--- src/rtl/audio_buffer_ctrl_pkg.sv ---
// Shared audio constants and state encodings for the sample-buffer controller.
package audio_buffer_ctrl_pkg;

    localparam int unsigned SAMPLE_W     = 18;
    localparam int unsigned CLK_DIV_44K1 = 1134;  // 50 MHz / 44.1 kHz
    localparam int unsigned CLK_DIV_48K  = 1042;  // 50 MHz / 48 kHz, rounded

    typedef enum logic [1:0] {
        W_INIT,
        W_IDLE,
        W_REQ,
        W_REL
    } w_state_t;

    typedef enum logic [1:0] {
        R_INIT,
        R_IDLE,
        R_ACK,
        R_SETTLE
    } r_state_t;

endpackage

--- src/rtl/audio_buffer_ctrl_tick_gen.sv ---
// Sample-rate divider: one-cycle tick every CLK_DIV cycles while enabled.
module audio_tick_gen
    import audio_buffer_ctrl_pkg::*;
#(
    parameter int unsigned CLK_DIV = CLK_DIV_44K1
) (
    input  logic clk,
    input  logic reset,
    input  logic enable,
    output logic tick
);

    localparam int unsigned CNT_W = (CLK_DIV > 1) ? $clog2(CLK_DIV) : 1;
    localparam logic [CNT_W-1:0] LAST = CNT_W'(CLK_DIV - 1);

    logic [CNT_W-1:0] count;

    always_ff @(posedge clk) begin
        if (reset || !enable) begin
            count <= '0;
        end else if (count == LAST) begin
            count <= '0;
        end else begin
            count <= count + 1'b1;
        end
    end

    assign tick = enable && (count == LAST);

endmodule

--- src/rtl/audio_buffer_ctrl.sv ---
// Write/read sequencing between an upstream producer, the 64-entry sample
// buffer and the DAC-side consumer, including the post-reset clear wait.
module audio_buffer_ctrl
    import audio_buffer_ctrl_pkg::*;
#(
    parameter int unsigned CLK_DIV     = CLK_DIV_44K1,
    parameter int unsigned ACK_HOLD    = 2,
    parameter int unsigned SETTLE      = 3,
    parameter int unsigned INIT_CYCLES = 70
) (
    input  logic                clk,
    input  logic                reset,
    input  logic                enable,
    input  logic                src_valid,
    input  logic [SAMPLE_W-1:0] src_data,
    output logic                src_ready,
    output logic                buf_ready,
    input  logic                buf_received,
    output logic [SAMPLE_W-1:0] buf_din,
    input  logic                buf_full,
    output logic                buf_ack,
    input  logic                buf_valid,
    input  logic [SAMPLE_W-1:0] buf_dout,
    output logic [SAMPLE_W-1:0] sample_out,
    output logic                sample_strobe,
    output logic [15:0]         underrun_count,
    output logic                init_done
);

    localparam int unsigned INIT_W = $clog2(INIT_CYCLES + 1);
    localparam int unsigned RD_W   = $clog2(ACK_HOLD + SETTLE + 1);

    localparam logic [INIT_W-1:0] INIT_LAST = INIT_W'(INIT_CYCLES - 1);
    localparam logic [RD_W-1:0]   ACK_LAST  = RD_W'(ACK_HOLD - 1);
    localparam logic [RD_W-1:0]   CAP_AT    = RD_W'(ACK_HOLD + SETTLE - 2);
    localparam logic [RD_W-1:0]   RD_LAST   = RD_W'(ACK_HOLD + SETTLE - 1);

    logic [INIT_W-1:0] init_cnt;
    logic              init_fire;
    logic              tick;

    w_state_t w_state, w_next;
    r_state_t r_state, r_next;

    logic [RD_W-1:0] rd_cnt;
    logic            capture;
    logic            underrun;

    audio_tick_gen #(
        .CLK_DIV (CLK_DIV)
    ) u_tick (
        .clk    (clk),
        .reset  (reset),
        .enable (enable),
        .tick   (tick)
    );

    assign init_fire = !init_done && (init_cnt == INIT_LAST);

    always_ff @(posedge clk) begin
        if (reset) begin
            init_cnt  <= '0;
            init_done <= 1'b0;
        end else if (!init_done) begin
            init_cnt <= init_cnt + 1'b1;
            if (init_fire) begin
                init_done <= 1'b1;
            end
        end
    end

    always_ff @(posedge clk) begin
        if (reset) begin
            w_state <= W_INIT;
            buf_din <= '0;
        end else begin
            w_state <= w_next;
            if (w_state == W_IDLE && src_valid && src_ready) begin
                buf_din <= src_data;
            end
        end
    end

    always_comb begin
        w_next    = w_state;
        src_ready = 1'b0;
        buf_ready = 1'b0;
        case (w_state)
            W_INIT: if (init_fire) w_next = W_IDLE;
            W_IDLE: begin
                src_ready = !buf_full;
                if (src_valid && !buf_full) w_next = W_REQ;
            end
            W_REQ: begin
                buf_ready = 1'b1;
                if (buf_received) w_next = W_REL;
            end
            W_REL:   if (!buf_received) w_next = W_IDLE;
            default: w_next = W_INIT;
        endcase
    end

    always_ff @(posedge clk) begin
        if (reset) begin
            r_state        <= R_INIT;
            rd_cnt         <= '0;
            sample_out     <= '0;
            sample_strobe  <= 1'b0;
            underrun_count <= '0;
        end else begin
            r_state       <= r_next;
            rd_cnt        <= (r_state == R_ACK || r_state == R_SETTLE) ? rd_cnt + 1'b1 : '0;
            sample_strobe <= 1'b0;
            if (capture) begin
                sample_out    <= buf_dout;
                sample_strobe <= 1'b1;
            end
            if (underrun) begin
                sample_strobe <= 1'b1;
                if (underrun_count != '1) begin
                    underrun_count <= underrun_count + 1'b1;
                end
            end
        end
    end

    // Capture is registered one cycle before the final settle cycle so the
    // strobe and new sample_out are visible during that final cycle.
    always_comb begin
        r_next   = r_state;
        buf_ack  = 1'b0;
        underrun = 1'b0;
        capture  = (r_state == R_ACK || r_state == R_SETTLE) && (rd_cnt == CAP_AT);
        case (r_state)
            R_INIT: if (init_fire) r_next = R_IDLE;
            R_IDLE: begin
                if (tick) begin
                    if (buf_valid) r_next = R_ACK;
                    else           underrun = 1'b1;
                end
            end
            R_ACK: begin
                buf_ack = 1'b1;
                if (rd_cnt == ACK_LAST) r_next = R_SETTLE;
            end
            R_SETTLE: if (rd_cnt == RD_LAST) r_next = R_IDLE;
            default:  r_next = R_INIT;
        endcase
    end

endmodule
--- config.mk ---
export PLATFORM = sky130hd
export DESIGN_NAME = audio_buffer_ctrl
export DESIGN_NICKNAME = d
export VERILOG_FILES = /design/src/rtl/audio_buffer_ctrl_pkg.sv /design/src/rtl/audio_buffer_ctrl_tick_gen.sv /design/src/rtl/audio_buffer_ctrl.sv
export SDC_FILE = /design/constraint.sdc
export NUM_CORES = 1
export LEC_CHECK = 0
export ABC_AREA = 1
export BUFFER_PORTS_ARGS = -buffer_cell sky130_fd_sc_hd__buf_2
export CAP_MARGIN = 10
export CORE_UTILIZATION = 49
export CTS_BUF_LIST = sky130_fd_sc_hd__clkbuf_4 sky130_fd_sc_hd__clkbuf_8
export DETAILED_ROUTE_END_ITERATION = 8
export PLACE_DENSITY = 0.75
export RECOVER_POWER = 100
export SLEW_MARGIN = 20
export SYNTH_ARGS = -nofsm -noshare
export SYNTH_HDL_FRONTEND = slang
export SYNTH_SLANG_ARGS = --single-unit
--- constraint.sdc ---
create_clock -name clk -period 1.65 [get_ports clk]
set_clock_uncertainty 0.05 [all_clocks]
set_input_delay 0.0825 -clock clk [delete_from_list [all_inputs] [get_ports clk]]
set_output_delay 0.0825 -clock clk [all_outputs]
set_load 0.01 [all_outputs]
# After elaboration in Yosys (flattened, before gate mapping)
# Cells that the tools add are included.
dict set report totals {
  wordCells 74
  in_bits 43
  register_bits 79
}
dict set report classes {
  bitwise_logic 1
  eq_ne 21
  reduce_logical 18
  muxes 20
  n_addsub 4
}
# op n
set ops {}
lappend ops {{adder 16 x 1 -> 16 bit (second input constant)} 1}
lappend ops {{2-to-1 mux 2 bit} 8}
lappend ops {{inequality test 16 bit (second input constant)} 1}
lappend ops {{case mux 2 bit (4 select lines)} 2}
lappend ops {{inequality test 2 bit (second input constant)} 6}
lappend ops {{adder 11 x 1 -> 11 bit (second input constant)} 1}
lappend ops {{== test 11 bit (second input constant)} 1}
lappend ops {{2-to-1 mux 1 bit} 10}
lappend ops {{== test 2 bit (second input constant)} 4}
lappend ops {{adder 7 x 1 -> 7 bit (second input constant)} 1}
lappend ops {{== test 7 bit (second input constant)} 1}
lappend ops {{logical AND 1 bit} 6}
lappend ops {{inequality test 2 x 1 -> 1 bit (second input constant)} 3}
lappend ops {{AND reduction 5 bit} 1}
lappend ops {{== test 2 x 1 -> 1 bit (second input constant)} 2}
lappend ops {{logical NOT 2 bit} 2}
lappend ops {{AND reduction 4 bit} 1}
lappend ops {{OR reduction 2 bit} 2}
lappend ops {{adder 3 x 1 -> 3 bit (second input constant)} 1}
lappend ops {{== test 3 x 1 -> 1 bit (second input constant)} 1}
lappend ops {{== test 3 x 2 -> 1 bit (second input constant)} 1}
lappend ops {{== test 3 bit (second input constant)} 1}
lappend ops {{logical NOT 1 bit} 3}
lappend ops {{logical OR 1 bit} 2}
lappend ops {{2 further kinds} 2}

# Logic depth before layout (Yosys ltp)
# Gate-level depths: netlist of run 1.
dict set report depth {
  ltp_word 5
  ltp_mapped 11
  mapped_depth_nobuf 10
}

# Modules after synthesis
# A second synthesis of run 1 with hierarchy kept.
dict set report hier_totals {
  hier_cells 494
  hier_area_um2 3631.0
}
# module cells_each area_per_inst_um2 n_inst
set by_module_without_submodules {}
lappend by_module_without_submodules {audio_buffer_ctrl 419 3081.7 1}
lappend by_module_without_submodules {audio_tick_gen 75 549.3 1}

# Worst setup path after synthesis of run 1
# OpenSTA, ideal clock, no wires.
dict set report synth_timing {
  path_type {register -> register}
  startpoint {register r_state[0]}
  endpoint {register sample_out[10]}
  required_ns 1.484
  path_stages_with_launch 10
  setup_slack_ns -0.015
  path_buffers 2
  t_arrival_ns 1.499
  cell_sequence {dfxtp_1 -> inv_1 -> ha_1 -> or2_1 -> nand2_1 -> buf_2 -> inv_2 -> buf_2 -> nor2_1 -> nor2_1}
}
dict set report synth_via {
  elab_chain_len 3
  elab_cells_between_ends 4
  cone_classes {eq/ne: 2; reduce/logical: 2}
}
# item line
set synth_rtl {}
lappend synth_rtl {{from (decl)} audio_buffer_ctrl.sv:43} ;# r_state_t r_state, r_next;
lappend synth_rtl {{from (signal assigned)} audio_buffer_ctrl.sv:111} ;# r_state <= r_next;
lappend synth_rtl {{== test 2 bit} audio_buffer_ctrl.sv:133} ;# capture = (r_state == R_ACK || r_state == R_SETTLE) && (rd_cnt == CAP_AT);
lappend synth_rtl {{logical OR 1 bit *} audio_buffer_ctrl.sv:133}
lappend synth_rtl {{logical AND 1 bit *} audio_buffer_ctrl.sv:133}
lappend synth_rtl {{to (signal assigned)} audio_buffer_ctrl.sv:115} ;# sample_out <= buf_dout;
lappend synth_rtl {{to (decl)} audio_buffer_ctrl.sv:24} ;# output logic [SAMPLE_W-1:0] sample_out,
# Every way passes the cells marked *; elsewhere a longest branch is shown, timed or not.
# A chain may end at the register's enable or synchronous reset.

# Worst setup path in the final report of run 1
dict set report layout_timing {
  startpoint {register u_tick.count[1]}
  endpoint {register underrun_count[13]}
}
dict set report layout_via {
  elab_chain_len 5
}
# item line
set layout_rtl {}
lappend layout_rtl {{from (decl)} audio_buffer_ctrl_tick_gen.sv:16} ;# logic [CNT_W-1:0] count;
lappend layout_rtl {{from (signal assigned)} audio_buffer_ctrl_tick_gen.sv:24} ;# count <= count + 1'b1;
lappend layout_rtl {{== test 11 bit} audio_buffer_ctrl_tick_gen.sv:28} ;# assign tick = enable && (count == LAST);
lappend layout_rtl {{logical AND 1 bit} audio_buffer_ctrl_tick_gen.sv:28}
lappend layout_rtl {{2-to-1 mux 1 bit} audio_buffer_ctrl.sv:137} ;# if (tick) begin
lappend layout_rtl {{2-to-1 mux 1 bit} audio_buffer_ctrl.sv:134} ;# case (r_state)
lappend layout_rtl {{AND reduction 2 bit (no source line)} --}
lappend layout_rtl {{to (signal assigned)} audio_buffer_ctrl.sv:121} ;# underrun_count <= underrun_count + 1'b1;
lappend layout_rtl {{to (decl)} audio_buffer_ctrl.sv:26} ;# output logic [15:0] underrun_count,
# No other way between the ends.

==> results of run 1 <==
power groups by stage:
| stage | Sequential (µW) | Clock, µW | Combinational [µW] |
|---|---|---|---|
| final | 2020 | 1410 | 473 |
| after global routing | 2030 | 1550 | 535 |
| after CTS | 2010 | 1440 | 464 |
| after detailed placement | 2060 | 0 | 396 |
| after global placement | 2050 | 0 | 387 |
| after floorplan | 2070 | 0 | 224 |
worst min path at each step:
stage	from	end	cells past startpoint
2_1_floorplan	buf_full	src_ready	1
3_3_place_gp	buf_dout[14]	sample_out[14]	3
3_5_place_dp	buf_dout[0]	sample_out[0]	3
4_1_cts	buf_received	w_state[0]	4
5_1_grt	buf_received	w_state[0]	4
6_report	buf_received	w_state[0]	4
cell type report:
cell class                 count  area [µm²]  area share
multi-input combinational    336        1850       0.368
sequential                    79        1590       0.316
timing repair buffer         156         976       0.195
inverter                      77         292      0.0581
clock buffer                  10         131      0.0262
tap                           99         124      0.0247
clock inverter                 6        61.3      0.0122
logic make-up after synthesis:
logic type / after synthesis
fa+ha+maj: 18
simple gates: 237
flops: 79
xor+xnor: 3
buf+inv: 93
compound gates: 75
mux: 1
state kept, by name, indices dropped and copies added (netlist names):
register	count
sample_strobe	1
r_state	2
sample_out	18
underrun_count	16
w_state	2
init_done	1
rd_cnt	3
u_tick.count	11
init_cnt	7
buf_din	18
layer usage:
layer | track usage | vias up
li1 | - | 1908
met1 | 0.291 | 1666
met2 | 0.387 | 116
met3 | 0.0606 | 20
met4 | 0.0953 | 0
met5 | 0 | -
cells in the mapped netlist, drive strengths merged:
library cell,n,share of area
nor2,101,0.11
dfxtp,79,0.43
inv,76,0.077
nand2,75,0.078
o21ai,40,0.054
nand3,39,0.061
a21oi,33,0.045
ha,18,0.061
buf,8,0.017
clkbuf,8,0.0081
nor3,8,0.011
nand4,7,0.018
xor2,3,0.0071
nand3b,2,0.0041
nor3b,2,0.0041
nor4,2,0.0034
o21bai,2,0.0041
clkinv,1,0.0010
mux2i,1,0.0027
or2,1,0.0017
cell usage in the layout (no fill, tap or decap), types with 5 or more instances in the layout:
master,Yosys,layout
a21oi_1,33,32
buf_2,6,47
buf_4,0,16
clkbuf_1,8,53
clkbuf_8,0,9
dfxtp_1,79,75
dlygate4sd3_1,0,37
ha_1,18,15
inv_1,74,70
inv_2,2,5
nand2_1,73,71
nand3_1,33,31
nand3_2,6,7
nand4_1,5,5
nor2_1,95,89
nor2_2,3,5
nor2_4,2,8
nor3_1,8,6
o21ai_0,39,39
critical path: cells and delay by family, from the launching register on:
family / cells / cell delay [ns]
simple gates: 6 / 0.89
fa+ha+maj: 1 / 0.13
buf+inv: 2 / 0.11
flops: 1 / 0.34
what timing repair did:
item / 4_1_cts / 5_1_grt
cloned: 1 / 1
endpoints found under the setup margin: 5 / 38
hold buffers: 37 / 0
buffers inserted: 0 / 3
endpoints found under the hold margin: 42 / 0
pin swaps: 0 / 10
gates resized for setup: 2 / 32
metrics by stage:
stage | instances | power, µW | setup TNS (ns) | utilization
3_5_place_dp | 705 | 2450 | -0.0700 | 0.603
5_1_grt | 763 | 4120 | -0.379 | 0.692
3_3_place_gp | 705 | 2440 | 0 | 0.603
2_1_floorplan | 506 | 2300 | 0 | -
4_1_cts | 759 | 3920 | 0 | 0.682
6_report | 763 | 3900 | 0 | 0.692
==> results.sh, run 1 <==
export IMPL_num_antenna_cells=0
export IMPL_die_area_mm2=0.00788
export IMPL_overflow=0
export IMPL_p_int_uw=2910
export IMPL_finalSetupViolCount=0
export IMPL_wl_per_cell_um=12.0
export IMPL_numCtsBuffers=9
export IMPL_portBuffers=99
export IMPL_io_pins=100
export IMPL_cts_clk_slew_worst_paths_ns=0.08
export IMPL_cp_arrival_ns=1.78
export IMPL_cts_tree="built"
export IMPL_gp_congestion=0.809
export IMPL_via_per_inst=4.86
export IMPL_power_frac_seq=0.517
export IMPL_synth_simple_area_share=0.294
export IMPL_h_tree_depth=3
export IMPL_ys_ff_latch=79
export IMPL_p_clk_frac=0.362
export IMPL_status="complete, no violations"
export IMPL_reg2regPathDepth=9
export IMPL_fillers=626
export IMPL_grt_pass1_vias=3280
export IMPL_insertion_delay_ns=0.34
export IMPL_max_slew_margin_rel=0.748
export IMPL_cts_root_buf="clkbuf_8"
export IMPL_core_mm2=0.00725
export IMPL_cellPowerDensity_mw_per_mm2=778
export IMPL_drt_iter0_drc=149
export IMPL_maxSlewViolCount=0
export IMPL_synthAdderAreaFrac=0.0611
export IMPL_holdWs_ns=0.0416
export IMPL_crit_end="underrun_count[13]"
export IMPL_syn_avg_cell_area_um2=7.29
export IMPL_critPathSlowestCell="dfxtp_2"
export IMPL_fmax_ghz=0.630
export IMPL_swShare=0.256
export IMPL_pre_cts_ws_ns=-0.0267
export IMPL_worst_slew_pin_slew_ns=0.378
export IMPL_layout_nets=720
export IMPL_critPathKind="reg -> reg"
export IMPL_end_kind="register"
export IMPL_clock_path_buffers=2
export IMPL_crit_fanout=8
export IMPL_syn_to_final_growth_pct=36.0
export IMPL_r2r_start="u_tick.count[1]"
export IMPL_syn_num_nets=567
export IMPL_dieWidth_um=88.7
export IMPL_ff2ff_setup_slack_ns=0.06
export IMPL_ant_nets=0
export IMPL_hpwl_um=5400
export IMPL_met3_length_um=510
export IMPL_power_frac_comb=0.121
export IMPL_synth_cell_type_count=31
export IMPL_drc=0
export IMPL_route_met2_wl_um=4480
export IMPL_syn_area_mm2=0.00369
export IMPL_wl_met1_um=3980
export IMPL_drive_above_1_share=0.190
export IMPL_rows=31
export IMPL_cp_startpoint="u_tick.count[1]"
export IMPL_r2r_end="underrun_count[13]"
export IMPL_drt_total_wl_um=9140
export IMPL_stdcell_area_mm2=0.00502
export IMPL_cp_start_kind="register"
export IMPL_synthMuxAreaShare=0.00271
export IMPL_die_h_um=88.7
export IMPL_synthXorXnorAreaFrac=0.00713
export IMPL_start_util=0.508
export IMPL_synth_compound_area_frac=0.103
export IMPL_leakagePower_uw=0.00206
export IMPL_cpPeakStageDelay_ns=0.34
export IMPL_post_dp_cell_area_mm2=0.00437
export IMPL_hp_class="in -> reg"
export IMPL_synth_top_family_by_area="simple AND/OR/NAND/NOR gates"
export IMPL_netSwitchingPower_uw=998
export IMPL_grt_pass1_wl_um=14400
export IMPL_grt_max_degree=44
export IMPL_maxCapViolCount=0
export IMPL_dr_total_vias=3710
export IMPL_cp_cell_sequence="inv_2, ha_4, inv_2, nor2_4, nand4_4, nor2_4, nand4_1, nand2_1, nor2_1"
export IMPL_fin_ws_ns=0.0615
export IMPL_period_share=0.963
export IMPL_grtUsageTotal=0.234
export IMPL_first_pass_iters=4
export IMPL_cts_sinks=79
export IMPL_top_layer="met4"
export IMPL_finalHoldViolCount=0
export IMPL_critical_path_required_ns=1.84
export IMPL_yosysWarnings=0
export IMPL_min_period_ns=1.59
export IMPL_vdd_ir_drop_max_v=0.000532
export IMPL_rsz0062_at_grt="true"
export IMPL_yosysSeqAreaShare=0.429
export IMPL_antenna_found_initial=0
export IMPL_postSynthCellCount=506
Power figures use the tool's default switching activity.
==> inputs of run 2 (changes only) <==
- CELL_PAD_IN_SITES_DETAIL_PLACEMENT: unset -> 1
- CELL_PAD_IN_SITES_GLOBAL_PLACEMENT: unset -> 1
- CORE_MARGIN: unset -> 5
- CORE_UTILIZATION: 49 -> 35
- HOLD_SLACK_MARGIN: unset -> 0.02
- PLACE_DENSITY: 0.75 -> 0.76
==> results.sh, run 2 (synthesis results as in run 1) <==
export IMPL_reg_top3="buf_din x18, sample_out x18, underrun_count x16"
export IMPL_cts_clk_slew_worst_paths_ns=0.08
export IMPL_min_from="buf_received"
export IMPL_gp_congestion=0.803
export IMPL_clock_path_buffers=2
export IMPL_ant_nets=0
export IMPL_fin_util=0.491
export IMPL_finalHoldViolCount=0
export IMPL_die_h_um=113
export IMPL_critPathKind="reg -> reg"
export IMPL_core_mm2=0.0103
export IMPL_reg2regPathDepth=10
export IMPL_cts_sinks=79
export IMPL_portBuffers=99
export IMPL_antenna_found_initial=0
export IMPL_max_slew_margin_rel=0.750
export IMPL_end_kind="register"
export IMPL_fmax_ghz=0.632
export IMPL_cts_tree="built"
export IMPL_hpwl_um=7520
export IMPL_first_pass_iters=4
export IMPL_critical_path_required_ns=1.85
export IMPL_critPathSlowestCell="dfxtp_2"
export IMPL_grt_pass1_wl_um=19200
export IMPL_layout_common_cells="86 x nor2_1, 73 x dfxtp_1, 70 x nand2_1"
export IMPL_dieWidth_um=113
export IMPL_drt_iter0_drc=68
export IMPL_cp_top_family="simple AND/OR/NAND/NOR gates"
export IMPL_cpPeakStageDelay_ns=0.33
export IMPL_pre_cts_ws_ns=-0.0363
export IMPL_finalSetupViolCount=0
export IMPL_r2r_end="underrun_count[12]"
export IMPL_vdd_ir_drop_max_v=0.000367
export IMPL_syn_to_final_growth_pct=37.4
export IMPL_layout_nets=720
export IMPL_min_to="w_state[0]"
export IMPL_rows=37
export IMPL_grtUsageTotal=0.184
export IMPL_insertion_delay_ns=0.35
export IMPL_overflow=0
export IMPL_period_share=0.958
export IMPL_leakagePower_uw=0.00206
export IMPL_drc=0
export IMPL_num_antenna_cells=0
export IMPL_crit_buf_inv=2
export IMPL_wl_per_cell_um=14.8
export IMPL_drive_above_1_share=0.199
export IMPL_ff2ff_setup_slack_ns=0.07
export IMPL_grt_pass1_vias=4197
export IMPL_worst_slew_pin_slew_ns=0.373
export IMPL_maxSlewViolCount=0
export IMPL_cp_arrival_ns=1.79
export IMPL_cellPowerDensity_mw_per_mm2=759
export IMPL_io_pins=100
export IMPL_h_tree_depth=3
export IMPL_crit_fanout=3
export IMPL_start_util=0.357
export IMPL_hp_class="in -> reg"
export IMPL_cp_start_kind="register"
export IMPL_status="complete, no violations"
export IMPL_drt_total_wl_um=11800
export IMPL_final_common_cell="nor2_1"
export IMPL_min_period_ns=1.58
export IMPL_maxCapViolCount=0
export IMPL_power_uw=3850
export IMPL_numCtsBuffers=9
export IMPL_grt_max_degree=35
export IMPL_dr_total_vias=3835
export IMPL_fin_ws_ns=0.0688
export IMPL_fillers=1343
export IMPL_cts_root_buf="clkbuf_8"
export IMPL_via_per_inst=4.81
export IMPL_die_area_mm2=0.0127
export IMPL_r2r_start="u_tick.count[1]"
export IMPL_cp_cell_sequence="inv_2, ha_4, nand4_1, nor2_2, nand3_4, buf_4, nor2_2, nand2_1, nand2_1, nor2_1"
export IMPL_hold_path_depth=4
run 2: cell count changes in the layout (fill, tap and decap cells not counted), sizes merged:
cell	change
clkinv	-3
bufinv	-1
clkbuf	+5
buf	-2
clkinvlp	-1
run 2: worst max-delay path by stage:
stage	startpoint	slack, ns	end	cells after the start
4_1_cts	r_state[1]	-0.004	underrun_count[2]	9
5_1_grt	u_tick.count[1]	-0.02	underrun_count[10]	9
3_3_place_gp	u_tick.count[1]	0.05	underrun_count[8]	9
3_5_place_dp	u_tick.count[0]	-0.04	underrun_count[6]	9
2_1_floorplan	r_state[0]	0.03	sample_out[10]	9
6_report	u_tick.count[1]	0.07	underrun_count[12]	10
run 2: power breakdown:
part | leakage, µW | total, µW | internal, µW | switching (µW)
registers | 0.000641 | 2020 | 1970 | 48.8
logic | 0.00132 | 497 | 224 | 273
clock network | 0.0000922 | 1330 | 645 | 682
run 2: worst reg2reg max path: cells and delay by family, from the launching register on:
family | cells | cell delay, ns
simple gates | 7 | 0.75
buf+inv | 2 | 0.24
fa+ha+maj | 1 | 0.13
flops | 1 | 0.33
run 2: metal layers:
layer,vias up,part of all wire,GRT usage
met5,-,0,0
met4,0,0.022,0.0793
met3,21,0.043,0.0437
met2,84,0.53,0.345
met1,1831,0.40,0.195
li1,1899,-,-
run 2: what timing repair did:
action | 4_1_cts | 5_1_grt
setup buffers | 3 | 0
gates resized for setup | 6 | 43
hold buffers | 37 | 0
hold endpoints to repair | 42 | 0
endpoints found under the setup margin | 7 | 42
pin swaps | 2 | 9
cloned | 1 | 1
run 2: final cells by class:
cell class	instances	area [µm²]	share of cell area
tap	136	170	0.0336
clock inverter	1	5.00	0.000988
timing repair buffer	156	971	0.192
inverter	77	292	0.0575
sequential	79	1590	0.314
clock buffer	13	166	0.0328
multi-input combinational	336	1870	0.370
run 2: per-stage QoR:
stage / TNS [ns] / hold WS, ns / area (µm²) / cells
2_1_floorplan: 0 / 0.163 / 3690 / 506
3_3_place_gp: 0 / 0.284 / 4400 / 742
5_1_grt: -0.0700 / 0.0928 / 5070 / 798
3_5_place_dp: -0.116 / 0.297 / 4400 / 742
4_1_cts: -0.00394 / 0.0492 / 5000 / 797
6_report: 0 / 0.0614 / 5070 / 798
==> inputs of run 3 (changes only) <==
- REMOVE_ABC_BUFFERS: unset -> 1
==> results.sh, run 3 (synthesis results as in run 1) <==
export IMPL_crit_buf_inv=2
export IMPL_start_util=0.357
export IMPL_cellPowerDensity_mw_per_mm2=798
export IMPL_final_common_cell="nor2_1"
export IMPL_ant_nets=0
export IMPL_setup_tns_ns=0
export IMPL_power_frac_comb=0.121
export IMPL_reg_top3="buf_din x18, sample_out x18, underrun_count x16"
export IMPL_wl_per_cell_um=14.2
export IMPL_p_clk_frac=0.382
export IMPL_worst_slew_pin_slew_ns=0.410
export IMPL_gp_congestion=0.798
export IMPL_critical_path_required_ns=1.86
export IMPL_drive_above_1_share=0.220
export IMPL_die_area_mm2=0.0127
export IMPL_dr_total_vias=3750
export IMPL_netSwitchingPower_uw=1020
export IMPL_cts_tree="built"
export IMPL_cpPeakStageDelay_ns=0.33
export IMPL_insertion_delay_ns=0.36
export IMPL_finalSetupViolCount=0
export IMPL_numCtsBuffers=9
export IMPL_overflow=0
export IMPL_maxCapViolCount=0
export IMPL_status="complete, no violations"
export IMPL_hpwl_um=7390
export IMPL_critPathSlowestCell="dfxtp_2"
export IMPL_layout_nets=717
export IMPL_multiInputGateArea_mm2=0.00185
export IMPL_cts_clk_slew_worst_paths_ns=0.08
export IMPL_critPathKind="reg -> reg"
export IMPL_rows=37
export IMPL_seqCellArea_mm2=0.00159
export IMPL_antenna_found_initial=0
export IMPL_dieWidth_um=113
export IMPL_grt_max_degree=44
export IMPL_syn_to_final_growth_pct=37.9
export IMPL_cts_sinks=79
export IMPL_portBuffers=99
export IMPL_finalHoldViolCount=0
export IMPL_cts_root_buf="clkbuf_8"
export IMPL_num_antenna_cells=0
export IMPL_drt_total_wl_um=11300
export IMPL_core_mm2=0.0103
export IMPL_clock_path_buffers=2
export IMPL_first_pass_iters=4
export IMPL_rsz0062_at_grt="true"
export IMPL_power_uw=4060
export IMPL_fmax_ghz=0.618
export IMPL_period_share=0.981
export IMPL_cp_top_family="simple AND/OR/NAND/NOR gates"
export IMPL_drc=0
export IMPL_p_int_uw=3040
export IMPL_power_frac_seq=0.497
export IMPL_h_tree_depth=3
export IMPL_grt_pass1_vias=3982
export IMPL_leakagePower_uw=0.00212
export IMPL_post_dp_cell_area_mm2=0.00439
export IMPL_via_per_inst=4.72
export IMPL_grtUsageTotal=0.179
export IMPL_holdWs_ns=0.0649
export IMPL_hp_class="in -> reg"
export IMPL_fillers=1307
export IMPL_cp_arrival_ns=1.83
export IMPL_vdd_ir_drop_max_v=0.000425
export IMPL_min_period_ns=1.62
export IMPL_die_h_um=113
export IMPL_stdcell_area_mm2=0.00509
export IMPL_end_kind="register"
export IMPL_layout_common_cells="89 x nor2_1, 73 x dfxtp_1, 70 x inv_1, 70 x nand2_1, 64 x buf_2"
export IMPL_cp_start_kind="register"
export IMPL_swShare=0.250
export IMPL_grt_pass1_wl_um=18800
export IMPL_max_slew_margin_rel=0.724
export IMPL_drt_iter0_drc=122
export IMPL_io_pins=100
export IMPL_maxSlewViolCount=0
export IMPL_crit_fanout=3
export IMPL_cp_cell_sequence="inv_1, ha_2, nand4_1, nor2_2, nand3_4, buf_4, nor2_2, nand2_1, nand2_1, nor2_1"
run 3: area by class of cell:
| class | count | share of cell area |
|---|---|---|
| clock buffer | 10 | 0.0258 |
| multi-input combinational | 336 | 0.364 |
| sequential | 79 | 0.313 |
| clock inverter | 4 | 0.0143 |
| tap | 136 | 0.0335 |
| timing repair buffer | 153 | 0.191 |
| inverter | 77 | 0.0578 |
run 3: what timing repair did:
item / 4_1_cts / 5_1_grt
gates cloned: 1 / 1
hold buffers: 37 / 0
hold endpoints to repair: 39 / 0
setup endpoints to repair: 32 / 37
buffers inserted: 0 / 2
pin swaps: 3 / 8
gates resized for setup: 11 / 33
run 3: worst min-delay path: stages:
cell     delay [ns]
buf_2          0.09
mux2i_1        0.09
nand3_1        0.10
a21oi_1        0.07
run 3: worst paths after layout:
check / startpoint / to / slack, ns / cells past startpoint
max: u_tick.count[1] / underrun_count[12] / 0.03 / 10
min: buf_received / w_state[0] / 0.06 / 4
max reg2reg: u_tick.count[1] / underrun_count[12] / 0.03 / 10
min reg2reg: buf_din[5] / buf_din[5] / 0.40 / 2
run 3: power groups by stage:
stage	logic (µW)	registers (µW)	clock network (µW)
after floorplan	212	2070	0
after global placement	397	2050	0
after detailed placement	418	2060	0
after CTS	491	2020	1610
after global routing	560	2030	1690
final	491	2020	1550
run 3: metrics by stage:
step | utilization | cells | worst slack [ns]
floorplan | - | 490 | -0.171
global placement | 0.425 | 740 | 0.00451
detailed placement | 0.425 | 740 | -0.0761
CTS | 0.484 | 792 | 0.00287
global route | 0.493 | 795 | -0.0559
finish | 0.493 | 795 | 0.0314
run 3: routing by layer:
layer  global-route usage  part of all wire  routed length (µm)  vias to the layer above
met5                    0                 0                   0                        -
met4               0.0513             0.014                 163                        0
met3               0.0528             0.052                 592                       16
met2                0.313              0.51                5740                       80
met1                0.211              0.43                4820                     1765
li1                     -                 -                   -                     1889
